## config.mk

```make
export PLATFORM = sky130hd
export DESIGN_NAME = arty_input_debouncer
export DESIGN_NICKNAME = d
export VERILOG_FILES = /design/src/rtl/arty_io_pkg.sv /design/src/rtl/debounce_channel.sv /design/src/rtl/arty_input_debouncer.sv
export SDC_FILE = /design/constraint.sdc
export NUM_CORES = 1
export LEC_CHECK = 0
export ABC_AREA = 1
export BUFFER_PORTS_ARGS = -buffer_cell sky130_fd_sc_hd__buf_2
export CORE_MARGIN = 3
export CORE_UTILIZATION = 55
export CTS_BUF_LIST = sky130_fd_sc_hd__clkbuf_4
export DETAILED_ROUTE_END_ITERATION = 8
export PLACE_DENSITY = 0.74
export RECOVER_POWER = 100
export REMOVE_ABC_BUFFERS = 1
export SLEW_MARGIN = 20
export SYNTH_ARGS = -nofsm -noshare
export SYNTH_HDL_FRONTEND = slang
export SYNTH_SLANG_ARGS = --single-unit
export TNS_END_PERCENT = 5
```

## constraint.sdc

```tcl
create_clock -name CLK100MHZ -period 3.4 [get_ports CLK100MHZ]
set_clock_uncertainty 0.05 [all_clocks]
set_input_delay 0.68 -clock CLK100MHZ [delete_from_list [all_inputs] [get_ports CLK100MHZ]]
set_output_delay 0.68 -clock CLK100MHZ [all_outputs]
set_load 0.1 [all_outputs]
```

## src/rtl/arty_io_pkg.sv

```systemverilog
// Shared types and constants for the Arty A7 button/switch conditioning stage.
package arty_io_pkg;

  typedef enum logic {
    DB_STABLE = 1'b0,
    DB_CHECK  = 1'b1
  } debounce_state_e;

  localparam int BTN_CH_BASE             = 0;
  localparam int SW_CH_BASE              = 4;
  localparam int DEFAULT_DEBOUNCE_CYCLES = 1000000;

endpackage

```

## src/rtl/debounce_channel.sv

```systemverilog
// One input channel: synchroniser chain, STABLE/CHECK counter FSM, and registered
// level with single-cycle rise/fall strobes aligned to the level change.
module debounce_channel
  import arty_io_pkg::*;
#(
  parameter int   SYNC_STAGES     = 2,
  parameter int   DEBOUNCE_CYCLES = DEFAULT_DEBOUNCE_CYCLES,
  parameter logic RESET_LEVEL     = 1'b0
) (
  input  logic            clk,
  input  logic            rst_n,
  input  logic            raw,
  output logic            level,
  output logic            rise,
  output logic            fall,
  output debounce_state_e state
);

  localparam int              CNT_W    = $clog2(DEBOUNCE_CYCLES);
  localparam logic [CNT_W-1:0] CNT_LAST = CNT_W'(DEBOUNCE_CYCLES - 1);

  logic [SYNC_STAGES-1:0] sync_q;
  logic                   s;

  debounce_state_e state_q, state_d;
  logic [CNT_W-1:0] cnt_q, cnt_d;
  logic level_q, level_d;
  logic rise_q, rise_d;
  logic fall_q, fall_d;

  assign s = sync_q[SYNC_STAGES-1];

  always_ff @(posedge clk) begin
    if (!rst_n) begin
      sync_q  <= {SYNC_STAGES{RESET_LEVEL}};
      state_q <= DB_STABLE;
      cnt_q   <= '0;
      level_q <= RESET_LEVEL;
      rise_q  <= 1'b0;
      fall_q  <= 1'b0;
    end else begin
      sync_q  <= {sync_q[SYNC_STAGES-2:0], raw};
      state_q <= state_d;
      cnt_q   <= cnt_d;
      level_q <= level_d;
      rise_q  <= rise_d;
      fall_q  <= fall_d;
    end
  end

  // Any sample matching the current level while in CHECK restarts the count,
  // so the terminal value is only reached after an unbroken run.
  always_comb begin
    state_d = state_q;
    cnt_d   = cnt_q;
    level_d = level_q;
    rise_d  = 1'b0;
    fall_d  = 1'b0;
    unique case (state_q)
      DB_STABLE: begin
        if (s != level_q) begin
          state_d = DB_CHECK;
          cnt_d   = CNT_W'(1);
        end else begin
          cnt_d = '0;
        end
      end
      DB_CHECK: begin
        if (s == level_q) begin
          state_d = DB_STABLE;
          cnt_d   = '0;
        end else if (cnt_q == CNT_LAST) begin
          state_d = DB_STABLE;
          cnt_d   = '0;
          level_d = s;
          rise_d  = s;
          fall_d  = ~s;
        end else begin
          cnt_d = cnt_q + CNT_W'(1);
        end
      end
      default: begin
        state_d = DB_STABLE;
        cnt_d   = '0;
      end
    endcase
  end

  assign level = level_q;
  assign rise  = rise_q;
  assign fall  = fall_q;
  assign state = state_q;

endmodule

```

## src/rtl/arty_input_debouncer.sv

```systemverilog
// Debounces N_CH board pins and keeps sticky per-channel event flags plus a
// registered, maskable interrupt for the SoC GPIO block.
module arty_input_debouncer
  import arty_io_pkg::*;
#(
  parameter int              N_CH            = 8,
  parameter int              SYNC_STAGES     = 2,
  parameter int              DEBOUNCE_CYCLES = DEFAULT_DEBOUNCE_CYCLES,
  parameter logic [N_CH-1:0] RESET_LEVEL     = '0
) (
  input  logic            CLK100MHZ,
  input  logic            ck_rst,
  input  logic [N_CH-1:0] raw_i,
  output logic [N_CH-1:0] level_o,
  output logic [N_CH-1:0] rise_o,
  output logic [N_CH-1:0] fall_o,
  output logic [N_CH-1:0] event_o,
  input  logic [N_CH-1:0] event_clr_i,
  input  logic [N_CH-1:0] irq_en_i,
  output logic            irq_o
);

  logic [N_CH-1:0] event_q;
  logic            irq_q;
  logic [N_CH-1:0] db_check;

  for (genvar i = 0; i < N_CH; i++) begin : g_ch
    debounce_state_e ch_state;

    debounce_channel #(
      .SYNC_STAGES    (SYNC_STAGES),
      .DEBOUNCE_CYCLES(DEBOUNCE_CYCLES),
      .RESET_LEVEL    (RESET_LEVEL[i])
    ) u_channel (
      .clk  (CLK100MHZ),
      .rst_n(ck_rst),
      .raw  (raw_i[i]),
      .level(level_o[i]),
      .rise (rise_o[i]),
      .fall (fall_o[i]),
      .state(ch_state)
    );

    assign db_check[i] = (ch_state == DB_CHECK);
  end

  // A new edge outranks a simultaneous clear so no press is ever lost.
  always_ff @(posedge CLK100MHZ) begin
    if (!ck_rst) begin
      event_q <= '0;
      irq_q   <= 1'b0;
    end else begin
      event_q <= (rise_o | fall_o) | (event_q & ~event_clr_i);
      irq_q   <= |(event_q & irq_en_i);
    end
  end

  assign event_o = event_q;
  assign irq_o   = irq_q;

  // Per-channel FSM phase, kept visible for checker binding.
  logic unused_db_check;
  assign unused_db_check = ^db_check;

endmodule

```

## Word-level counts from Yosys, hierarchy flattened

Cells that the tools add are included.

| word-level totals | value |
|---|---|
| register bits after elaboration | 217 |
| bits in latches | 0 |
| bits in writable memories | 0 |
| bits in read-only memories | 0 |
| input port bits | 26 |
| output and inout port bits | 33 |
| logic and storage cells | 201 |
| memories kept | 0 |

| cells by class | value |
|---|---|
| $add $sub $neg | 8 |
| $mul | 0 |
| div/mod/pow operators | 0 |
| magnitude comparators | 0 |
| eq/ne operators | 24 |
| shift-type cells | 0 |
| multiplexer cells | 64 |
| bitwise operators | 38 |
| reductions and logical operators | 17 |

Operators with widths:

| operator | count |
|---|---|
| 20-bit 2-to-1 mux | 16 |
| 20-bit one-hot mux with 2 select lines | 8 |
| 20-bit by 1-bit adder with 20-bit output (second input constant) | 8 |
| 20-bit == test (second input constant) | 8 |
| 1-bit NOT | 33 |
| 1-bit 2-to-1 mux | 32 |
| 4-bit OR reduction | 8 |
| 3-bit AND reduction | 8 |
| 8-bit AND | 2 |
| 8-bit bitwise OR | 2 |
| 1-bit one-hot mux with 2 select lines | 8 |
| 1-bit == test | 8 |
| 1-bit != test | 8 |
| 8-bit NOT | 1 |
| 8-bit OR reduction | 1 |

## Longest topological paths before layout

| logic depth | value |
|---|---|
| word-level depth | 4 |
| mapped depth | 10 |
| mapped depth without buffers | 10 |

## By module

From an unflattened synthesis, not the netlist that was laid out.

| second synthesis, totals | value |
|---|---|
| cells, all modules | 1620 |
| area total of the unflattened synthesis | 11105.7 sq um |

Modules (own cells, without submodules):

| module | times used | cells an instance | area an instance (sq um) | seq. area each (sq um) |
|---|---|---|---|---|
| debounce_channel (g_ch[0].u_channel ...) | 7 | 197 | 1347.5 | 520.5 |
| debounce_channel (g_ch[7].u_channel) | 1 | 184 | 1301.2 | 520.5 |
| arty_input_debouncer | 1 | 57 | 371.6 | 180.2 |

## Least setup slack after synthesis

No wires, ideal clock.

| path | value |
|---|---|
| path kind | register to output |
| start point | register event_q[7], in the netlist event_o[7] |
| end point | output port event_o[7] |
| arrival | 0.940 ns |
| data required time | 2.670 ns |
| slack | 1.730 ns |
| cell stages (with the launch flop) | 1 |
| path buffers | 0 |
| cell sequence | dfxtp_1 |

RTL lines:

| element | RTL line | RTL |
|---|---|---|
| from (decl) | arty_input_debouncer.sv:23 | `logic [N_CH-1:0] event_q;` |
| from (signal assigned) | arty_input_debouncer.sv:53 | `event_q <= (rise_o \| fall_o) \| (event_q & ~event_clr_i);` |
| to (decl) | arty_input_debouncer.sv:17 | `output logic [N_CH-1:0] event_o,` |

No word-level cell between the ends.

## Worst setup path in the final report

| path | value |
|---|---|
| start point | register event_q[2], in the netlist event_o[2] |
| end point | output port event_o[2] |

No word-level cell between the ends.

==> summary.txt <==
Status
  • Outcome: finished, violations left
  • Failing checks: capacitance limit, slew limit

Placed design
  • Placed cell areas: 11000 µm²
  • Gpl congestion: 0.873
  • Final HPWL DP: 15900 µm
  • IO buf count: 58

Clock network
  • Post-CTS sizing: 0
  • CTS max path bufs: 3
  • Setup bufs post-CTS: 0
  • Htree depth: 2
  • CTS tree: done
  • Clk_lat worst skew: 0.66 ns
  • CTS Buf Count: 56
  • Clk sink count: 217
  • CTS clk-pin slew, worst paths: 0.06 ns
  • Root buffer cell: clkbuf_4
  • Post-CTS Hold Fix Bufs: 0

Flow run
  • Max_cap viols: 1

Routing
  • Initial DRT Pass Iterations: 5
  • Total Routed Length: 21900 µm
  • Via count: 9394
  • Via-to-Cell Ratio: 4.96
  • DR DRC count: 0
  • DR iter-0 viols: 366
  • Antenna-violating nets left: 0
  • WL/cell: 11.6 µm

Worst setup path
  • Worst R2R End: g_ch[5].u_channel.cnt_q[12]
  • Cells on worst reg2reg path: 6
  • Crit path launch type: register
  • Worst Path Arrival: 2.02 ns
  • Reg2reg start: g_ch[5].u_channel.cnt_q[0]
  • Crit-path leading delay family: buffers and inverters
  • CP max FO: 3
  • Critical-path cell list: clkbuf_1
  • CP Data Required Time: 2.67 ns
  • CP max stage delay: 0.89 ns
  • Buf+Inv Stages, Crit Path: 1
  • Kind of critical path: register to output port
  • Endpoint class of the critical path: output port
  • Slowest cell on the critical path: clkbuf_1
  • Reg2Reg Setup Slack: 0.75 ns

Floorplanning
  • Die area: 21100 µm²
  • Die H: 145 µm
  • Row count: 50
  • Starting Density: 0.565
  • I/O pins: 59
  • Core box area: 18800 µm²
  • Die X: 145 µm

Timing
  • Period minus WS final: 2.75 ns
  • Fmax: 364 MHz
  • Final hold violation count: 0
  • Max-slew violation count: 20
  • Actual slew at the worst max-slew pin: 1.70 ns
  • Setup TNS: 0 ns
  • Setup Viol. Count Final: 0
  • Slew margin rel.: -0.139
  • Unrepaired setup endpoints after global routing: false
  • Crit share post-route: 0.807

Worst hold path
  • Hold path start: raw_i[0]
  • Hold Crit Depth: 3
  • Worst Hold End: g_ch[0].u_channel.sync_q[0]
  • Worst hold path type: primary input to register

Global route
  • First-pass GRT wire length: 38100 µm
  • Total congestion overflow: 0
  • Initial antenna violation count: 1
  • GRT Total Usage: 0.207
  • Vias in the first global route: 8727
  • Largest net degree at the start of global routing: 24

Synthesis
  • Synthesized area: 10600 µm²
  • Most used DFF post-synth: dfxtp_1
  • Synth Register Bits: 217
  • EDFF count, synth: 0
  • Post-synthesis cell count: 1515
  • Synth cell types: 42
  • Ys Warns: 0
  • Mean Syn Cell Area: 7.02 µm²
  • Register area share after synthesis: 0.408
  • Async S/R FF share, synth: 0

Layout
  • NumNets Final: 1627
  • Share of layout cells above drive strength 1: 0.105
  • Most frequent cells in the layout: nand2_1 (360), nor2_1 (276), dfxtp_1 (217)
  • Fin area: 11500 µm²
  • Commonest non-fill, non-tap cell in the layout: nand2_1
  • Syn-to-layout area delta: 7.76%

Power and ir drop
  • Worst VDD drop: 0.197 mV
  • PD cells: 412 nW/µm²
  • P_leak: 4.03 nW
-- area by class of cell --
type                            count  area, µm²
Tap cell                          260        325
Timing Repair Buffer               60        255
Inverter                          184        691
Antenna cell                        1       2.50
Sequential cell                   217       4340
Clock inverter                     18       73.8
Fill cell                        1815       7360
Clock buffer                       79        593
Multi-Input combinational cell   1074       5180
-- synth_stat cells, types with 3 or more instances --
| master | instances | area (µm²) |
|---|---|---|
| o21bai_1 | 5 | 37.5 |
| o21ai_0 | 27 | 135 |
| buf_6 | 6 | 67.6 |
| nor3b_1 | 4 | 30.0 |
| ha_1 | 8 | 100 |
| inv_2 | 5 | 18.8 |
| nand4_1 | 54 | 338 |
| buf_4 | 25 | 188 |
| nor3_2 | 4 | 40.0 |
| inv_1 | 179 | 672 |
| or2_2 | 15 | 93.8 |
| buf_2 | 4 | 20.0 |
| nand3_1 | 77 | 385 |
| nor2_2 | 31 | 194 |
| nor3_1 | 35 | 175 |
| nand2_1 | 354 | 1330 |
| nand3_2 | 3 | 30.0 |
| nor3_4 | 3 | 48.8 |
| nand2_2 | 7 | 43.8 |
| dfxtp_1 | 217 | 4340 |
| clkbuf_1 | 4 | 15.0 |
| nor2_4 | 6 | 67.6 |
| xnor2_1 | 20 | 175 |
| or2_1 | 3 | 18.8 |
| xor2_1 | 40 | 350 |
| nor2_1 | 270 | 1010 |
| nand2_4 | 3 | 33.8 |
| or2_0 | 5 | 31.3 |
| a21oi_2 | 6 | 52.6 |
| a21oi_1 | 67 | 335 |
| nand3b_1 | 13 | 97.6 |
-- report_power, final --
| group | internal (mW) | switching, mW | total [mW] |
|---|---|---|---|
| logic | 0.0226 | 0.0361 | 0.0586 |
| clock network | 1.07 | 1.03 | 2.10 |
| registers | 2.56 | 0.0112 | 2.57 |
| total | 3.65 | 1.08 | 4.72 |
-- stage by stage --
step	setup WS [ns]	power, mW	hold slack, ns	utilization	std cells
2_1_floorplan	1.35	2.65	0.340	-	1475
4_1_cts	0.971	4.81	0.0907	0.618	1892
5_1_grt	0.482	4.96	0.0864	0.609	1893
3_3_place_gp	1.22	2.68	0.342	0.582	1795
6_report	0.655	4.72	0.154	0.609	1893
3_5_place_dp	1.14	2.69	0.349	0.582	1795
-- flip-flops by register name, summed over array words and instances, names as in the netlist --
signal                 flops
g_ch.u_channel.state       8
g_ch.u_channel.rise        8
event_o                    8
g_ch.u_channel.fall        8
g_ch.u_channel.cnt_q     160
g_ch.u_channel.sync_q     16
g_ch.u_channel.level       8
irq_o                      1
-- worst max-delay path by stage --
stage / startpoint / end / slack, ns / depth (start not counted)
floorplan: g_ch[4].u_channel.level / g_ch[4].u_channel.cnt_q[12] / 1.35 / 7
global placement: ck_rst / g_ch[7].u_channel.cnt_q[15] / 1.22 / 10
detailed placement: ck_rst / g_ch[0].u_channel.cnt_q[2] / 1.14 / 5
CTS: event_o[2] / event_o[2] / 0.97 / 1
global route: g_ch[5].u_channel.cnt_q[0] / g_ch[5].u_channel.cnt_q[17] / 0.48 / 6
finish: event_o[2] / event_o[2] / 0.65 / 1
-- per-layer routing --
metal,part of all wire,GRT usage,wire (µm)
met1,0.46,0.256,10100
met2,0.47,0.355,10300
met3,0.046,0.0456,1020
met4,0.024,0.0731,525
met5,0,0,0
-- logic make-up after synthesis --
kind of cell    after synthesis  synth area share
fa+ha+maj                     8           0.00941
buf+inv                     224            0.0941
flops                       217             0.408
simple gates                892             0.379
xor+xnor                     60            0.0494
compound gates              114            0.0602
Power figures use the tool's default switching activity.
